`src/rtl/dm_port_if.sv`:
```
// dm_port_if: bundles the CPU requester, DMA requester and SRAM macro
// signals of the data-port arbiter.
//   slave  : arbiter view (requests/addresses/data and sram_dout in;
//            grants, read returns and the SRAM command out)
//   master : environment view (CPU MEM stage, DMA engine and SRAM macro)
`timescale 1ns/1ps
interface dm_port_if #(
    parameter int unsigned ADDR_W = 14,
    parameter int unsigned DATA_W = 32
);
    // CPU MEM stage
    logic              cpu_req;
    logic [ADDR_W-1:0] cpu_addr;
    logic [DATA_W-1:0] cpu_bweb;
    logic [DATA_W-1:0] cpu_wdata;
    logic              cpu_gnt;
    logic              cpu_rvalid;
    logic [DATA_W-1:0] cpu_rdata;
    // DMA / loader engine
    logic              dma_req;
    logic [ADDR_W-1:0] dma_addr;
    logic [DATA_W-1:0] dma_bweb;
    logic [DATA_W-1:0] dma_wdata;
    logic              dma_last;
    logic              dma_gnt;
    logic              dma_rvalid;
    logic [DATA_W-1:0] dma_rdata;
    // SRAM macro
    logic              sram_ceb;
    logic              sram_web;
    logic [ADDR_W-1:0] sram_addr;
    logic [DATA_W-1:0] sram_bweb;
    logic [DATA_W-1:0] sram_din;
    logic [DATA_W-1:0] sram_dout;

    modport slave (
        input  cpu_req, cpu_addr, cpu_bweb, cpu_wdata,
        input  dma_req, dma_addr, dma_bweb, dma_wdata, dma_last,
        input  sram_dout,
        output cpu_gnt, cpu_rvalid, cpu_rdata,
        output dma_gnt, dma_rvalid, dma_rdata,
        output sram_ceb, sram_web, sram_addr, sram_bweb, sram_din
    );

    modport master (
        output cpu_req, cpu_addr, cpu_bweb, cpu_wdata,
        output dma_req, dma_addr, dma_bweb, dma_wdata, dma_last,
        output sram_dout,
        input  cpu_gnt, cpu_rvalid, cpu_rdata,
        input  dma_gnt, dma_rvalid, dma_rdata,
        input  sram_ceb, sram_web, sram_addr, sram_bweb, sram_din
    );
endinterface

```
`src/rtl/dm_port_arbiter.sv`:
```
// dm_port_arbiter: shares one word-addressed data SRAM port between the CPU
// MEM stage and a DMA/loader engine. At most one access per cycle, round-robin
// on ties, DMA bursts locked for up to MAX_BURST beats while the CPU waits.
// Grants and the SRAM command are combinational from the requests; read data
// returns to the owning requester one cycle after its grant.
//   clk, rst : clock (rising edge), synchronous active-high reset
//   bus      : dm_port_if.slave (CPU, DMA and SRAM signals)
`timescale 1ns/1ps
module dm_port_arbiter #(
    parameter int unsigned ADDR_W    = 14,
    parameter int unsigned DATA_W    = 32,
    parameter int unsigned MAX_BURST = 8
) (
    input  logic       clk,
    input  logic       rst,
    dm_port_if.slave   bus
);
    localparam int unsigned      CNT_W   = $clog2(MAX_BURST + 1);
    localparam logic [CNT_W-1:0] CNT_MAX = CNT_W'(MAX_BURST);
    localparam logic [CNT_W-1:0] CNT_ONE = CNT_W'(1);

    typedef enum logic {ARB, BURST} state_t;

    state_t            state, state_n;
    logic              last_gnt, last_gnt_n;   // 0 = CPU, 1 = DMA
    logic [CNT_W-1:0]  beat_cnt, beat_cnt_n;
    logic              cpu_rvalid_q, dma_rvalid_q;
    logic              gnt_cpu, gnt_dma;
    logic              do_arb;
    logic [ADDR_W-1:0] win_addr;
    logic [DATA_W-1:0] win_bweb;
    logic [DATA_W-1:0] win_din;

    // State register and read-return flags
    always_ff @(posedge clk) begin
        if (rst) begin
            state        <= ARB;
            last_gnt     <= 1'b1;
            beat_cnt     <= '0;
            cpu_rvalid_q <= 1'b0;
            dma_rvalid_q <= 1'b0;
        end else begin
            state        <= state_n;
            last_gnt     <= last_gnt_n;
            beat_cnt     <= beat_cnt_n;
            cpu_rvalid_q <= gnt_cpu & (&bus.cpu_bweb);
            dma_rvalid_q <= gnt_dma & (&bus.dma_bweb);
        end
    end

    // Next-state and grant decision; no SRAM access is issued during reset
    always_comb begin
        state_n    = state;
        last_gnt_n = last_gnt;
        beat_cnt_n = beat_cnt;
        gnt_cpu    = 1'b0;
        gnt_dma    = 1'b0;
        do_arb     = 1'b0;
        if (!rst) begin
            case (state)
                BURST: begin
                    if (bus.dma_req && (!bus.cpu_req || (beat_cnt < CNT_MAX))) begin
                        gnt_dma = 1'b1;
                        if (beat_cnt < CNT_MAX) begin
                            beat_cnt_n = beat_cnt + CNT_ONE;
                        end
                        if (bus.dma_last) begin
                            state_n    = ARB;
                            beat_cnt_n = '0;
                        end
                    end else begin
                        // Lock expired with CPU waiting, or DMA dropped its request
                        state_n    = ARB;
                        beat_cnt_n = '0;
                        if (bus.dma_req) begin
                            gnt_cpu = 1'b1;
                        end else begin
                            do_arb = 1'b1;
                        end
                    end
                end
                default: do_arb = 1'b1;
            endcase

            // Round-robin: on a tie the side that did not win last time goes
            if (do_arb) begin
                if (bus.cpu_req && (!bus.dma_req || last_gnt)) begin
                    gnt_cpu = 1'b1;
                end else if (bus.dma_req) begin
                    gnt_dma = 1'b1;
                    if (bus.dma_last) begin
                        state_n    = ARB;
                        beat_cnt_n = '0;
                    end else begin
                        state_n    = BURST;
                        beat_cnt_n = CNT_ONE;
                    end
                end
            end

            if (gnt_cpu) begin
                last_gnt_n = 1'b0;
            end else if (gnt_dma) begin
                last_gnt_n = 1'b1;
            end
        end
    end

    // SRAM command mux; idle drives a read-shaped, all-masked, zero command
    always_comb begin
        win_addr = '0;
        win_bweb = '1;
        win_din  = '0;
        if (gnt_cpu) begin
            win_addr = bus.cpu_addr;
            win_bweb = bus.cpu_bweb;
            win_din  = bus.cpu_wdata;
        end else if (gnt_dma) begin
            win_addr = bus.dma_addr;
            win_bweb = bus.dma_bweb;
            win_din  = bus.dma_wdata;
        end
    end

    assign bus.cpu_gnt   = gnt_cpu;
    assign bus.dma_gnt   = gnt_dma;
    assign bus.sram_ceb  = ~(gnt_cpu | gnt_dma);
    assign bus.sram_web  = &win_bweb;
    assign bus.sram_addr = win_addr;
    assign bus.sram_bweb = win_bweb;
    assign bus.sram_din  = win_din;

    // A read in flight when reset arrives is dropped
    assign bus.cpu_rvalid = cpu_rvalid_q & ~rst;
    assign bus.dma_rvalid = dma_rvalid_q & ~rst;
    assign bus.cpu_rdata  = bus.cpu_rvalid ? bus.sram_dout : '0;
    assign bus.dma_rdata  = bus.dma_rvalid ? bus.sram_dout : '0;

endmodule

```
`src/flat_wrapper.sv`:
```
// flat-port wrapper written by rule: the top's interface ports become plain ports
module dm_port_arbiter_flat 
#(
    parameter int unsigned ADDR_W    = 14,
    parameter int unsigned DATA_W    = 32,
    parameter int unsigned MAX_BURST = 8
)
  (clk, rst, bus_cpu_req, bus_cpu_addr, bus_cpu_bweb, bus_cpu_wdata, bus_dma_req, bus_dma_addr, bus_dma_bweb, bus_dma_wdata, bus_dma_last, bus_sram_dout, bus_cpu_gnt, bus_cpu_rvalid, bus_cpu_rdata, bus_dma_gnt, bus_dma_rvalid, bus_dma_rdata, bus_sram_ceb, bus_sram_web, bus_sram_addr, bus_sram_bweb, bus_sram_din);
  dm_port_if #(.ADDR_W(ADDR_W), .DATA_W(DATA_W)) bus_i ();
  input  logic clk;
  input  logic rst;
  input wire logic [$bits(bus_i.cpu_req)-1:0] bus_cpu_req;
  input wire logic [$bits(bus_i.cpu_addr)-1:0] bus_cpu_addr;
  input wire logic [$bits(bus_i.cpu_bweb)-1:0] bus_cpu_bweb;
  input wire logic [$bits(bus_i.cpu_wdata)-1:0] bus_cpu_wdata;
  input wire logic [$bits(bus_i.dma_req)-1:0] bus_dma_req;
  input wire logic [$bits(bus_i.dma_addr)-1:0] bus_dma_addr;
  input wire logic [$bits(bus_i.dma_bweb)-1:0] bus_dma_bweb;
  input wire logic [$bits(bus_i.dma_wdata)-1:0] bus_dma_wdata;
  input wire logic [$bits(bus_i.dma_last)-1:0] bus_dma_last;
  input wire logic [$bits(bus_i.sram_dout)-1:0] bus_sram_dout;
  output wire logic [$bits(bus_i.cpu_gnt)-1:0] bus_cpu_gnt;
  output wire logic [$bits(bus_i.cpu_rvalid)-1:0] bus_cpu_rvalid;
  output wire logic [$bits(bus_i.cpu_rdata)-1:0] bus_cpu_rdata;
  output wire logic [$bits(bus_i.dma_gnt)-1:0] bus_dma_gnt;
  output wire logic [$bits(bus_i.dma_rvalid)-1:0] bus_dma_rvalid;
  output wire logic [$bits(bus_i.dma_rdata)-1:0] bus_dma_rdata;
  output wire logic [$bits(bus_i.sram_ceb)-1:0] bus_sram_ceb;
  output wire logic [$bits(bus_i.sram_web)-1:0] bus_sram_web;
  output wire logic [$bits(bus_i.sram_addr)-1:0] bus_sram_addr;
  output wire logic [$bits(bus_i.sram_bweb)-1:0] bus_sram_bweb;
  output wire logic [$bits(bus_i.sram_din)-1:0] bus_sram_din;
  assign bus_i.cpu_req = bus_cpu_req;
  assign bus_i.cpu_addr = bus_cpu_addr;
  assign bus_i.cpu_bweb = bus_cpu_bweb;
  assign bus_i.cpu_wdata = bus_cpu_wdata;
  assign bus_i.dma_req = bus_dma_req;
  assign bus_i.dma_addr = bus_dma_addr;
  assign bus_i.dma_bweb = bus_dma_bweb;
  assign bus_i.dma_wdata = bus_dma_wdata;
  assign bus_i.dma_last = bus_dma_last;
  assign bus_i.sram_dout = bus_sram_dout;
  assign bus_cpu_gnt = bus_i.cpu_gnt;
  assign bus_cpu_rvalid = bus_i.cpu_rvalid;
  assign bus_cpu_rdata = bus_i.cpu_rdata;
  assign bus_dma_gnt = bus_i.dma_gnt;
  assign bus_dma_rvalid = bus_i.dma_rvalid;
  assign bus_dma_rdata = bus_i.dma_rdata;
  assign bus_sram_ceb = bus_i.sram_ceb;
  assign bus_sram_web = bus_i.sram_web;
  assign bus_sram_addr = bus_i.sram_addr;
  assign bus_sram_bweb = bus_i.sram_bweb;
  assign bus_sram_din = bus_i.sram_din;
  dm_port_arbiter #(.ADDR_W(ADDR_W), .DATA_W(DATA_W), .MAX_BURST(MAX_BURST)) u_core (.clk(clk), .rst(rst), .bus(bus_i));
endmodule
```
`config.mk`:
```
export PLATFORM = sky130hd
export DESIGN_NAME = dm_port_arbiter_flat
export DESIGN_NICKNAME = d
export VERILOG_FILES = /design/src/rtl/dm_port_if.sv /design/src/rtl/dm_port_arbiter.sv /design/src/flat_wrapper.sv
export SDC_FILE = /design/constraint.sdc
export NUM_CORES = 1
export LEC_CHECK = 0
export BUFFER_PORTS_ARGS = -buffer_cell sky130_fd_sc_hd__buf_2
export CAP_MARGIN = 20
export CORE_AREA = 4 4 129 131
export CTS_CLUSTER_DIAMETER = 150
export DETAILED_ROUTE_END_ITERATION = 8
export DIE_AREA = 0 0 133 135
export PLACE_DENSITY_LB_ADDON = 0.15
export SYNTH_ARGS = -nofsm -noshare
export SYNTH_HDL_FRONTEND = slang
export SYNTH_SLANG_ARGS = --single-unit
```
`constraint.sdc`:
```
create_clock -name clk -period 1.55 [get_ports clk]
set_input_delay 0.2325 -clock clk [delete_from_list [all_inputs] [get_ports clk]]
set_output_delay 0.2325 -clock clk [all_outputs]
set_load 0.02 [all_outputs]
```
==> metrics.txt <==
status=complete, but fails checks; failing checks=setup timing; yosys warns=0; final worst path period need=roughly 2.1 ns; Post-Place Setup Slack=-0.366 ns; slew margin rel.=0.699; Syn Area/Cell=roughly 7.4 um2; clk sink count=8; RSZ-0062 raised after global routing=yes; skew final=around 0.0012 ns; number of global-route vias before repair=approximately 3,800; Die W=133 um; Sequential Power Share=0.105; Area growth syn-to-layout=183%; DR WL/cell=roughly 16 um; post-layout util=0.342; Worst-path clk slew=~0.040 ns; critical path class=flop to output port; power density over cell area=roughly 390 nW/um2; Hold Crit Class=input pin to flop; setup violators final=between 80 and 90; first-pass GRT wire length=between 15 and 20 mm; maximum vdd drop=~0.22 mV; maxcap violations=0; area taken by flip-flops and latches=approximately 160 um2; Root Driver=clkbuf_16; critical-path cell list=buf_6 > mux2i_4 > a21o_1 > inv_4 > buf_12 > a22o_4 > buf_2; CTS tree=yes; worst endpoint required time=around 1.3 ns; FP Rows=46; initial antenna violation count=1; Cell Area, Synth=~1900 um2; Final Cell Area=between 5000 and 6000 um2; multi-input combinational cell area=2200 um2; Worst setup SP type=flop; Num CTS Buffers=3; NetSw=roughly 0.00077 W; largest net degree at the start of global routing=34; fillers=around 1,600; total wire length=approximately 13 mm; GP Congestion=~0.84; GRT Residual Overflow=0; IO buf count=340; Crit path largest cell delay=about 0.33 ns; CP Depth=7; later-pin clock latency in the skew report=about 0.23 ns; Hold-fix buffers, CTS=0; FF+latch count, synth=8; reg2reg path depth=8; post-synth cell types=36; Top delay family on crit path=buffers and inverters; Buf+Inv Stages, Crit Path=4; number of instances in the placed design=838; ratio of cells with drive above 1 in the final layout=0.778; sw frac=0.370; core footprint=roughly 16,000 um2; IO Pins=around 340; GRT Overall Usage=0.133; syn nets=450; TNS Setup=-37.46 ns; htree depth=1; Comb power frac=0.689; Clock Tree Buf Depth=2; Initial Util=0.121; # DRC=0; Starting DRT DRC Count=62; Final Worst Setup Slack=-0.518 ns; FMAX=just under 0.5 GHz; Worst EP arrival=approximately 1.8 ns; final worst path period share=1.33; slowest CP cell=dfxtp_2; Min-Delay Path Depth=2; slew of the pin with the lowest slew margin=about 0.45 ns; Worst setup EP type=output port; die span in y=between 100 and 150 um; Final HPWL DP=around 12 mm; Internal=roughly 0.0013 W; antenna viol nets, final=0; drt first pass iters=4; Final Slew Violations=0; cell count after synthesis=about 260; Post-DP Area=about 4700 um2; Vias/cell=approximately 4.2; Leak=approximately 2.8 nW; Final Non-Filler Cells=847; sequential share of the synthesized area=0.0848; Post-layout nets=a little over 800; DR vias=3,518; die area=between 15,000 and 20,000 um2; Final Hold Viols=0; Worst Path Max Fanout=17; Clk network pwr share=0.206
==> through the flow <==
stage               total power, W  hold slack [ns]
floorplan                 0.000879            0.297
global placement           0.00145            0.483
detailed placement         0.00145            0.479
CTS                        0.00202            0.239
global route               0.00219            0.266
finish                     0.00208            0.237
==> kinds of logic (layout without fill, tap and decap cells) <==
kind of cell / after synthesis / count (layout) / share of synthesized area
buf+inv: 32 / 406 / 0.101
mux: 2 / 2 / 0.0133
simple gates: 112 / 112 / 0.351
compound gates: 100 / 100 / 0.438
fa+ha+maj: 1 / 1 / 0.00663
flops: 8 / 8 / 0.0848
xor+xnor: 1 / 1 / 0.00464
other cells: 0 / 1 / 0
==> synthesized netlist by cell type (all sizes together) <==
cell	instances	area share
a2111oi	2	0.0093
a211o	2	0.0093
a211oi	4	0.016
a21o	1	0.0040
a21oi	4	0.011
a22o	46	0.21
a22oi	1	0.0040
a2bb2oi	1	0.0046
and2	64	0.21
buf	15	0.068
clkbuf	11	0.022
dfxtp	8	0.085
ha	1	0.0066
inv	6	0.012
mux2	1	0.0079
mux2i	1	0.0053
nand2	5	0.0099
nand2b	6	0.020
nand3	7	0.019
nand3b	1	0.0040
nand4	12	0.040
nor2	5	0.0099
nor2b	3	0.0099
nor3	4	0.011
nor4	5	0.017
o211ai	2	0.0079
o21a	1	0.0040
o21ai	2	0.0053
o21bai	2	0.0079
o22a	26	0.12
o22ai	5	0.017
o41ai	1	0.0046
xnor2	1	0.0046
==> worst paths after layout <==
path | startpoint | to | slack (ns)
max reg2reg | u_core.state | u_core.cpu_rvalid_q | -0.02
min | bus_dma_last | u_core.state | 0.24
max | u_core.state | bus_sram_din[8] | -0.52
min reg2reg | u_core.beat_cnt[2] | u_core.beat_cnt[2] | 0.55
==> what timing repair did <==
| action | in CTS | in global routing |
|---|---|---|
| resized for setup | 86 | 62 |
| setup endpoints to repair | 85 | 84 |
| pin swaps | 3 | 8 |
| gates cloned | 2 | 1 |
| buffers inserted | 3 | 2 |
| endpoints found under the hold margin | 0 | 0 |
==> final cells by class <==
cell class | instances | share of cell area
repair buffers | 397 | 0.485
flip-flops and latches | 8 | 0.0303
multi-input cells | 216 | 0.412
clock buffers | 3 | 0.0141
well taps | 216 | 0.0507
diodes | 1 | 0.000469
inverters | 6 | 0.00704
==> power groups by stage <==
stage               clock network, W  logic [W]  registers [W]
detailed placement                 0    0.00123       0.000220
global placement                   0    0.00123       0.000220
global route                0.000449    0.00152       0.000218
CTS                         0.000439    0.00137       0.000217
floorplan                          0   0.000659       0.000221
finish                      0.000428    0.00143       0.000217
==> routing by layer <==
metal,vias up,GRT usage,part of all wire
li1,1742,-,-
met1,1586,0.124,0.32
met2,186,0.283,0.58
met3,4,0.0417,0.097
met4,0,0.0219,0.0076
met5,-,0,0
==> cell usage in the layout (no fill, tap or decap), types with 2 or more instances in the layout <==
master     instances
clkbuf_16          4
a22o_4            39
o22ai_2            4
o21ai_4            2
buf_12             9
buf_8              3
nor2b_2            2
o211ai_1           2
a22o_1             7
dfxtp_1            7
a21oi_1            2
buf_6             38
buf_4             62
a2111oi_4          2
inv_1              4
o22a_4            15
buf_2            283
nand4_1           12
nand2b_1           6
a211oi_1           3
nand2_1            4
nor2_1             5
o22a_2            11
nor4_1             3
and2_1            64
nor3_1             3
nand3_1            6
==> sequential cells by signal, summed over array words and instances (netlist names) <==
| register | count |
|---|---|
| u_core.beat_cnt | 4 |
| u_core.cpu_rvalid_q | 1 |
| u_core.dma_rvalid_q | 1 |
| u_core.last_gnt | 1 |
| u_core.state | 1 |
Power figures use the tool's default switching activity.
